<file path="src/rtl/bus_xfer_pkg.sv">
// Shared definitions for the internal-bus transfer sequencer: bus code map,
// counter sizing and the sequencer state type.
package bus_xfer_pkg;

  localparam int CODE_W      = 5;
  localparam int NUM_BUS_SRC = 24;
  localparam int CNT_W       = 3;  // holds SETTLE_CYCLES-1 for SETTLE_CYCLES up to 8

  localparam logic [CODE_W-1:0] CODE_R0     = 5'd0;
  localparam logic [CODE_W-1:0] CODE_R1     = 5'd1;
  localparam logic [CODE_W-1:0] CODE_R2     = 5'd2;
  localparam logic [CODE_W-1:0] CODE_R3     = 5'd3;
  localparam logic [CODE_W-1:0] CODE_R4     = 5'd4;
  localparam logic [CODE_W-1:0] CODE_R5     = 5'd5;
  localparam logic [CODE_W-1:0] CODE_R6     = 5'd6;
  localparam logic [CODE_W-1:0] CODE_R7     = 5'd7;
  localparam logic [CODE_W-1:0] CODE_R8     = 5'd8;
  localparam logic [CODE_W-1:0] CODE_R9     = 5'd9;
  localparam logic [CODE_W-1:0] CODE_R10    = 5'd10;
  localparam logic [CODE_W-1:0] CODE_R11    = 5'd11;
  localparam logic [CODE_W-1:0] CODE_R12    = 5'd12;
  localparam logic [CODE_W-1:0] CODE_R13    = 5'd13;
  localparam logic [CODE_W-1:0] CODE_R14    = 5'd14;
  localparam logic [CODE_W-1:0] CODE_R15    = 5'd15;
  localparam logic [CODE_W-1:0] CODE_HI     = 5'd16;
  localparam logic [CODE_W-1:0] CODE_LO     = 5'd17;
  localparam logic [CODE_W-1:0] CODE_ZHI    = 5'd18;
  localparam logic [CODE_W-1:0] CODE_ZLO    = 5'd19;
  localparam logic [CODE_W-1:0] CODE_PC     = 5'd20;
  localparam logic [CODE_W-1:0] CODE_MDR    = 5'd21;
  localparam logic [CODE_W-1:0] CODE_INPORT = 5'd22;
  localparam logic [CODE_W-1:0] CODE_C      = 5'd23;

  typedef enum logic [1:0] {
    ST_IDLE,
    ST_DRIVE,
    ST_LATCH,
    ST_DONE
  } xfer_state_e;

endpackage

</file>
<file path="src/rtl/onehot_decode5.sv">
// 5-bit bus code to 24-bit one-hot enable decoder; codes 24-31 give all-zero
// enables and a low valid flag.
module onehot_decode5
  import bus_xfer_pkg::*;
(
  input  logic [CODE_W-1:0]      code,
  output logic [NUM_BUS_SRC-1:0] onehot,
  output logic                   valid
);

  // NOTE: every output of a combinational block gets a default before any
  // conditional assignment, otherwise synthesis infers a latch.
  always_comb begin
    onehot = '0;
    valid  = (code < CODE_W'(NUM_BUS_SRC));
    if (valid) onehot[code] = 1'b1;
  end

endmodule

</file>
<file path="src/rtl/bus_xfer_decoder.sv">
// Register-to-register move sequencer: drives the source onto the bus for
// SETTLE_CYCLES+1 cycles, pulses the destination load, then reports done.
// Optional invalid-code abort is enabled by defining BUS_XFER_ERR_EN.
module bus_xfer_decoder
  import bus_xfer_pkg::*;
#(
  parameter int SETTLE_CYCLES = 1
) (
  input  logic                   clock,
  input  logic                   clear,
  input  logic                   start,
  input  logic [CODE_W-1:0]      src_code,
  input  logic [CODE_W-1:0]      dst_code,
  output logic [NUM_BUS_SRC-1:0] src_out,
  output logic [NUM_BUS_SRC-1:0] dst_in,
  output logic                   busy,
  output logic                   done,
  output logic                   err
);

  localparam logic [CNT_W-1:0] SETTLE_LOAD = CNT_W'(SETTLE_CYCLES - 1);

  xfer_state_e            state_q, state_d;
  logic [CNT_W-1:0]       cnt_q, cnt_d;
  logic [CODE_W-1:0]      src_code_q, src_code_d;
  logic [CODE_W-1:0]      dst_code_q, dst_code_d;
  logic [NUM_BUS_SRC-1:0] src_out_q, src_out_d;
  logic [NUM_BUS_SRC-1:0] dst_in_q, dst_in_d;
  logic                   busy_q, busy_d;
  logic                   done_q, done_d;
  logic [NUM_BUS_SRC-1:0] src_dec, dst_dec;
  logic                   src_valid, dst_valid;
  logic                   accept;

  assign accept = (state_q == ST_IDLE) && start;

  // Decoding the next-value of the code registers lets the source enable be
  // registered at the sampling edge itself.
  assign src_code_d = accept ? src_code : src_code_q;
  assign dst_code_d = accept ? dst_code : dst_code_q;

  onehot_decode5 u_src_dec (
    .code   (src_code_d),
    .onehot (src_dec),
    .valid  (src_valid)
  );

  onehot_decode5 u_dst_dec (
    .code   (dst_code_d),
    .onehot (dst_dec),
    .valid  (dst_valid)
  );

`ifdef BUS_XFER_ERR_EN
  logic err_q, err_d;
`else
  logic unused_valid;
  assign unused_valid = src_valid ^ dst_valid;
`endif

  always_comb begin
    state_d   = state_q;
    cnt_d     = cnt_q;
    src_out_d = src_out_q;
    dst_in_d  = '0;
    done_d    = 1'b0;
`ifdef BUS_XFER_ERR_EN
    err_d     = 1'b0;
`endif
    unique case (state_q)
      ST_IDLE: begin
        src_out_d = '0;
        if (start) begin
`ifdef BUS_XFER_ERR_EN
          if (!(src_valid && dst_valid)) begin
            state_d = ST_DONE;
            done_d  = 1'b1;
            err_d   = 1'b1;
          end else
`endif
          begin
            state_d   = ST_DRIVE;
            cnt_d     = SETTLE_LOAD;
            src_out_d = src_dec;
          end
        end
      end
      ST_DRIVE: begin
        if (cnt_q == '0) begin
          state_d  = ST_LATCH;
          dst_in_d = dst_dec;
        end else begin
          cnt_d = cnt_q - 1'b1;
        end
      end
      ST_LATCH: begin
        state_d   = ST_DONE;
        src_out_d = '0;
        done_d    = 1'b1;
      end
      ST_DONE: begin
        state_d   = ST_IDLE;
        src_out_d = '0;
      end
      default: begin
        state_d   = ST_IDLE;
        src_out_d = '0;
      end
    endcase
    busy_d = (state_d != ST_IDLE);
  end

  // NOTE: state registers use non-blocking assignments so every flop samples
  // the pre-edge values regardless of statement order.
  always_ff @(posedge clock or negedge clear) begin
    if (!clear) begin
      state_q    <= ST_IDLE;
      cnt_q      <= '0;
      src_code_q <= '0;
      dst_code_q <= '0;
      src_out_q  <= '0;
      dst_in_q   <= '0;
      busy_q     <= 1'b0;
      done_q     <= 1'b0;
`ifdef BUS_XFER_ERR_EN
      err_q      <= 1'b0;
`endif
    end else begin
      state_q    <= state_d;
      cnt_q      <= cnt_d;
      src_code_q <= src_code_d;
      dst_code_q <= dst_code_d;
      src_out_q  <= src_out_d;
      dst_in_q   <= dst_in_d;
      busy_q     <= busy_d;
      done_q     <= done_d;
`ifdef BUS_XFER_ERR_EN
      err_q      <= err_d;
`endif
    end
  end

  assign src_out = src_out_q;
  assign dst_in  = dst_in_q;
  assign busy    = busy_q;
  assign done    = done_q;
`ifdef BUS_XFER_ERR_EN
  assign err     = err_q;
`else
  assign err     = 1'b0;
`endif

endmodule
</file>
<file path="config.mk">
export PLATFORM = sky130hd
export DESIGN_NAME = bus_xfer_decoder
export DESIGN_NICKNAME = d
export VERILOG_FILES = /design/src/rtl/bus_xfer_pkg.sv /design/src/rtl/onehot_decode5.sv /design/src/rtl/bus_xfer_decoder.sv
export SDC_FILE = /design/constraint.sdc
export NUM_CORES = 1
export LEC_CHECK = 0
export ABC_AREA = 0
export CAP_MARGIN = 20
export CORE_UTILIZATION = 51
export DETAILED_ROUTE_END_ITERATION = 12
export DONT_BUFFER_PORTS = 1
export PLACE_DENSITY = 0.69
export SYNTH_ARGS = -nofsm -noshare
export SYNTH_HDL_FRONTEND = slang
export SYNTH_SLANG_ARGS = --single-unit
</file>
<file path="constraint.sdc">
create_clock -name clock -period 1.6 [get_ports clock]
set_input_delay 0.32 -clock clock [delete_from_list [all_inputs] [get_ports clock]]
set_output_delay 0.32 -clock clock [all_outputs]
set_load 0.005 [all_outputs]
</file>
# == Word-level counts from Yosys, hierarchy flattened ==
# Index checks and enable logic that the tools add are counted.
# totals
latchBits,0
reg_bits,65
rom_bits,0
mem_count,0
ramBits,0
# classes
n_div,0
shift,0
addsub,1
order_cmp,6
muxes,19
n_eq_ne,5
mul,0
reduce_logical,10
n_bitwise,0
# ops
cell,count
$mux W24,5
$pmux W24 S2,1
$lt A5 B6 Y1 const B,2
$demux W1 S5,2
$ge A5 B1 Y1 const B,2
$lt A5 B5 Y1 const B,2
$mux W5,2
$pmux W2 S4,1
$mux W3,2
$pmux W3 S2,1
$reduce_bool A2 Y1,3
$eq A2 B2 Y1 const B,2
$mux W2,2
$ne A2 B2 Y1 const B,2
$logic_and A1 B1 Y1,3
$logic_not A3 Y1,1
$mux W1,3
$reduce_and A3 Y1,1
$sub A3 B1 Y3 const B,1
$eq A2 B1 Y1 const B,1
$logic_not A2 Y1,1
$reduce_or A2 Y1,1

# == Longest topological paths before layout ==
# logic_depth
word_depth,10
ltp_mapped,6
depth_no_buf,5

# == Modules after synthesis ==
# Synthesis repeated with hierarchy kept, for this count alone.
# unflattened
cells_unflattened,283
area_unflattened_um2,2939.1
# by_module_without_submodules
module,instances,seq_area_each_um2,cells_per_inst,area_each_um2
bus_xfer_decoder,1,1626.6,211,2593.7
onehot_decode5,2,0.0,36,172.7

# == Least setup slack after synthesis ==
# OpenSTA, ideal clock, no wires.
# synth_path
kind,register to register
startpoint,reg state_q[0]
endpoint,reg dst_in_q[10] (netlist: dst_in[10])
setup_slack_ns,0.001
synth_period_minus_slack_ns,1.599
setup_time_ns,0.101
n_path_buf,2
t_arrival_ns,1.498
stages_incl_launch_ff,7
required_time_ns,1.499
path_cell_list,dfrtp_1 > nor3b_2 > buf_6 > mux2i_4 > inv_2 > buf_6 > nor4_1
# synth_between
elab_chain_cells,10
word_cells_on_any_way,13
# synth_lines
item,line_no,source
"start, declared",bus_xfer_decoder.sv:23,"xfer_state_e state_q, state_d;"
"start signal, assigned",bus_xfer_decoder.sv:129,state_q <= state_d;
$logic_not A2 Y1 *,bus_xfer_decoder.sv:35,assign accept = (state_q == ST_IDLE) && start;
$logic_and A1 B1 Y1 *,bus_xfer_decoder.sv:35,
$mux W5 *,bus_xfer_decoder.sv:40,assign dst_code_d = accept ? dst_code : dst_code_q;
net dst_code_d[2],bus_xfer_decoder.sv:26,"logic [CODE_W-1:0] dst_code_q, dst_code_d;"
$lt A5 B6 Y1 (implied by the code) or $ge A5 B1 Y1 (tied branches),onehot_decode5.sv:16,if (valid) onehot[code] = 1'b1;
$logic_and A1 B1 Y1 (implied by the code),onehot_decode5.sv:16,
$mux W1 (implied by the code),onehot_decode5.sv:16,
$demux W1 S5,n/a,
$mux W24 *,onehot_decode5.sv:16,
$mux W24 *,bus_xfer_decoder.sv:89,if (cnt_q == '0) begin
$mux W24 *,bus_xfer_decoder.sv:70,unique case (state_q)
net dst_in_d[10],bus_xfer_decoder.sv:28,"logic [NUM_BUS_SRC-1:0] dst_in_q, dst_in_d;"
"end signal, assigned",bus_xfer_decoder.sv:134,dst_in_q <= dst_in_d;
"end, declared",bus_xfer_decoder.sv:28,
# Mark *: on every way through the listed nets, which the timed path passes. The rest lies on a longest branch.
# A chain may end at the register's enable or synchronous reset.

# == Final worst setup path ==
# layout_path
startpoint,reg state_q[0]
endpoint,reg dst_in_q[8] (netlist: dst_in[8])
# layout_between
elab_chain_cells,10
word_cells_on_any_way,13
# layout_lines
item,line_no
$logic_not A2 Y1,bus_xfer_decoder.sv:35
$logic_and A1 B1 Y1,bus_xfer_decoder.sv:35
$mux W5,bus_xfer_decoder.sv:40
$lt A5 B6 Y1 (implied by the code) or $ge A5 B1 Y1 (tied branches),onehot_decode5.sv:16
$logic_and A1 B1 Y1 (implied by the code),onehot_decode5.sv:16
$mux W1 (implied by the code),onehot_decode5.sv:16
$demux W1 S5,n/a
$mux W24,onehot_decode5.sv:16
$mux W24,bus_xfer_decoder.sv:89
$mux W24 *,bus_xfer_decoder.sv:70
net dst_in_d[8],bus_xfer_decoder.sv:28
# Marks and branches as above.

==> impl_results.md <==
* Final period util at 103%
* Row count at 24
* Synth top area share at 62.6%
* CP max FO at 8
* Yosys warns at 0
* RSZ-0062 raised after global routing: true
* Syn avg cell area at 11.5 µm²
* Status: finished, violations left
* Count leader, synth: dfrtp_1
* Final core utilization at 68.0%
* Failing checks: negative hold slack, negative setup slack
* Worst Slack Setup Final at -0.0414 ns
* Syn_nets at 230
* Total GRT Usage at 19.8%
* Initial antenna violation count at 0
* Vias at 1,729
* Routability cong. at 0.849
* HP Class: primary input to async pin
* Worst-Skew Late Latency at between 0.3 and 0.4 ns
* Kind of critical path: flop to flop
* Setup TNS Final at -0.0680 ns
* Post-DRT Antenna Nets at 0
* Core Box Area at 4500 µm²
* LEAKAGE at ~1.3 nW
* Die Area at approximately 5100 µm²
* Layout Nets at 253
* Synth Register Bits at 62
* Final setup viols at 4
* Placed cell count at 268
* Max rail drop VDD at 0.00107 V
* Starting Density at 55.0%
* CTS H-tree depth at 3
* WL final at between 5000 and 6000 µm
* Drt drc at 0
* Finished Layout Cells at 295
* CTS buffer count at 9
* Pre-CTS setup slack at -0.0232 ns
* Synth cell types at 32
* Max_cap viols at 0
* Die Y at 71.7 µm
* Wire length of the first global-routing pass at 7520 µm
* Critical path capture point type: flop
* Dominant synthesized flop cell: dfrtp_1
* Total iterations of the first detailed-routing run at 4
* Largest net degree at the start of global routing at 63
* Sequential area share after synthesis at about 63%
* CTS Sinks at 62
* Worst Setup Start Kind: flop
* Clk slew on worst S/H paths at roughly 0.070 ns
* Number of cells produced by synthesis at 215
* Top cells by area, synth: dfrtp_1 (63%), o21ai_0 (5.1%), nand2_1 (4.7%), nor4_1 (3.0%), nor3_1 (2.8%)
* Clk_skew at 0.00799 ns
* Number of synthesized flops with an enable pin at 0
* Final hold vios at 62
* Pwr Density at 1780 nW/µm²
* Max Slew Vio Count at 0
* Clock root cell: clkbuf_8
* Mean routed wirelength per cell at 18.4 µm
* Vias in the first global route at 1,609
* Worst Path Required at 1.83 ns
* Layout cells sized above 1 at 31.7%
* Initial DRC count at 130
* Fin crit period at 1.64 ns
* Synth area leader: dfrtp_1
* Hold WS at -0.323 ns
* Area grow syn2layout at 23.6%
* Die X-Extent at 71.7 µm
* Inserted Diodes at 0
* Longest Clk Path Bufs at 2
* Routed vias/inst at 5.86
* CTS tree: yes
* Max Fclk at roughly 610 MHz
* Grt total ovfl at 0
* Post-synth ARST share at 100%
* Mapped Area at 2480 µm²
* Most frequent cells after synthesis: dfrtp_1 (62), nand2_1 (31), o21ai_0 (25)
* Worst Path Arrival at roughly 1.9 ns
* Dpl hpwl at 3340 µm
* I/O Buffers at 0
* IO Pins at 64
-- placed cells by master (no fill, tap or decap), types with 2 or more instances in the layout --
| cell | count |
|---|---|
| mux2_2 | 5 |
| and3b_1 | 2 |
| o21ai_1 | 3 |
| nor2b_1 | 10 |
| nor4_2 | 6 |
| nor4_4 | 3 |
| clkinv_2 | 3 |
| nand3_1 | 3 |
| a21oi_1 | 3 |
| buf_4 | 21 |
| nor3_4 | 3 |
| mux2i_1 | 3 |
| inv_6 | 2 |
| inv_2 | 2 |
| clkbuf_8 | 9 |
| o21ai_0 | 22 |
| nand2_1 | 31 |
| nor3_1 | 7 |
| dfrtp_1 | 62 |
| mux2i_4 | 3 |
| nor2_1 | 7 |
| nor3_2 | 4 |
| nor4_1 | 3 |
| mux2i_2 | 2 |
| nor3b_1 | 2 |
-- per-layer routing --
metal,track usage [%],vias up,part of all wire (%)
met1,24.9,846,42
li1,-,790,-
met4,12.2,0,1.8
met3,7.74,14,7.6
met2,28.8,79,49
met5,0,-,0
-- cells by family after synthesis --
family,count (synthesis),synth area share [%]
simple gates,89,18.8
compound gates,32,7.02
buf+inv,16,3.84
mux,13,6.51
flops,62,62.6
other cells,1,0.151
fa+ha+maj,2,1.01
-- power by group --
group	internal [mW]	total, mW	switching [mW]
Clock	0.716	1.30	0.581
Sequential	1.79	2.01	0.220
Combinational	0.899	2.15	1.25
-- repair_timing --
action | CTS | global route
pin swaps | 0 | 8
resized for setup | 2 | 51
gates cloned | 0 | 0
endpoints found under the setup margin | 10 | 45
hold endpoints to repair | 62 | 62
setup buffers | 0 | 12
-- stage by stage --
stage / power [mW] / instance area, µm²
3_3_place_gp: 3.39 / 2560
2_1_floorplan: 3.09 / 2480
6_report: 5.46 / 3060
4_1_cts: 4.78 / 2760
3_5_place_dp: 3.46 / 2560
5_1_grt: 5.70 / 3060
-- worst max-delay path: stages, from the launching register on --
cell and delay [ns]:
dfrtp_1 0.40, nor3b_2 0.21, buf_6 0.17, mux2i_4 0.28
clkinv_4 0.15, nor4_2 0.33
-- state kept, by name (all words and copies together) (netlist names) --
signal and cells:
src_out 24, busy 1, dst_in 24, cnt_q 3, src_code_q 2, state_q 2, done 1, dst_code_q 5
-- final cells by class --
cell class	instances	area [µm²]
tap	52	65.1
timing repair buffer	24	204
fill	311	1440
clock buffer	10	128
multi-input combinational	137	1030
sequential	62	1550
inverter	4	25.0
clock inverter	6	61.3
-- worst paths after layout --
path / startpoint / to / slack (ns) / depth (start not counted)
setup / recovery: state_q[0] / dst_in[8] / -0.04 / 5
setup reg to reg: state_q[0] / dst_in[8] / -0.04 / 5
min in group clock: dst_code[4] / dst_code_q[4] / 0.14 / 1
hold / removal: clear / dst_in[7] / -0.32 / 0
hold reg to reg: cnt_q[0] / cnt_q[0] / 0.48 / 1
max in group asynchronous: clear / dst_code_q[3] / 1.83 / 0
No activity file was read; power rests on OpenSTA's default activity.
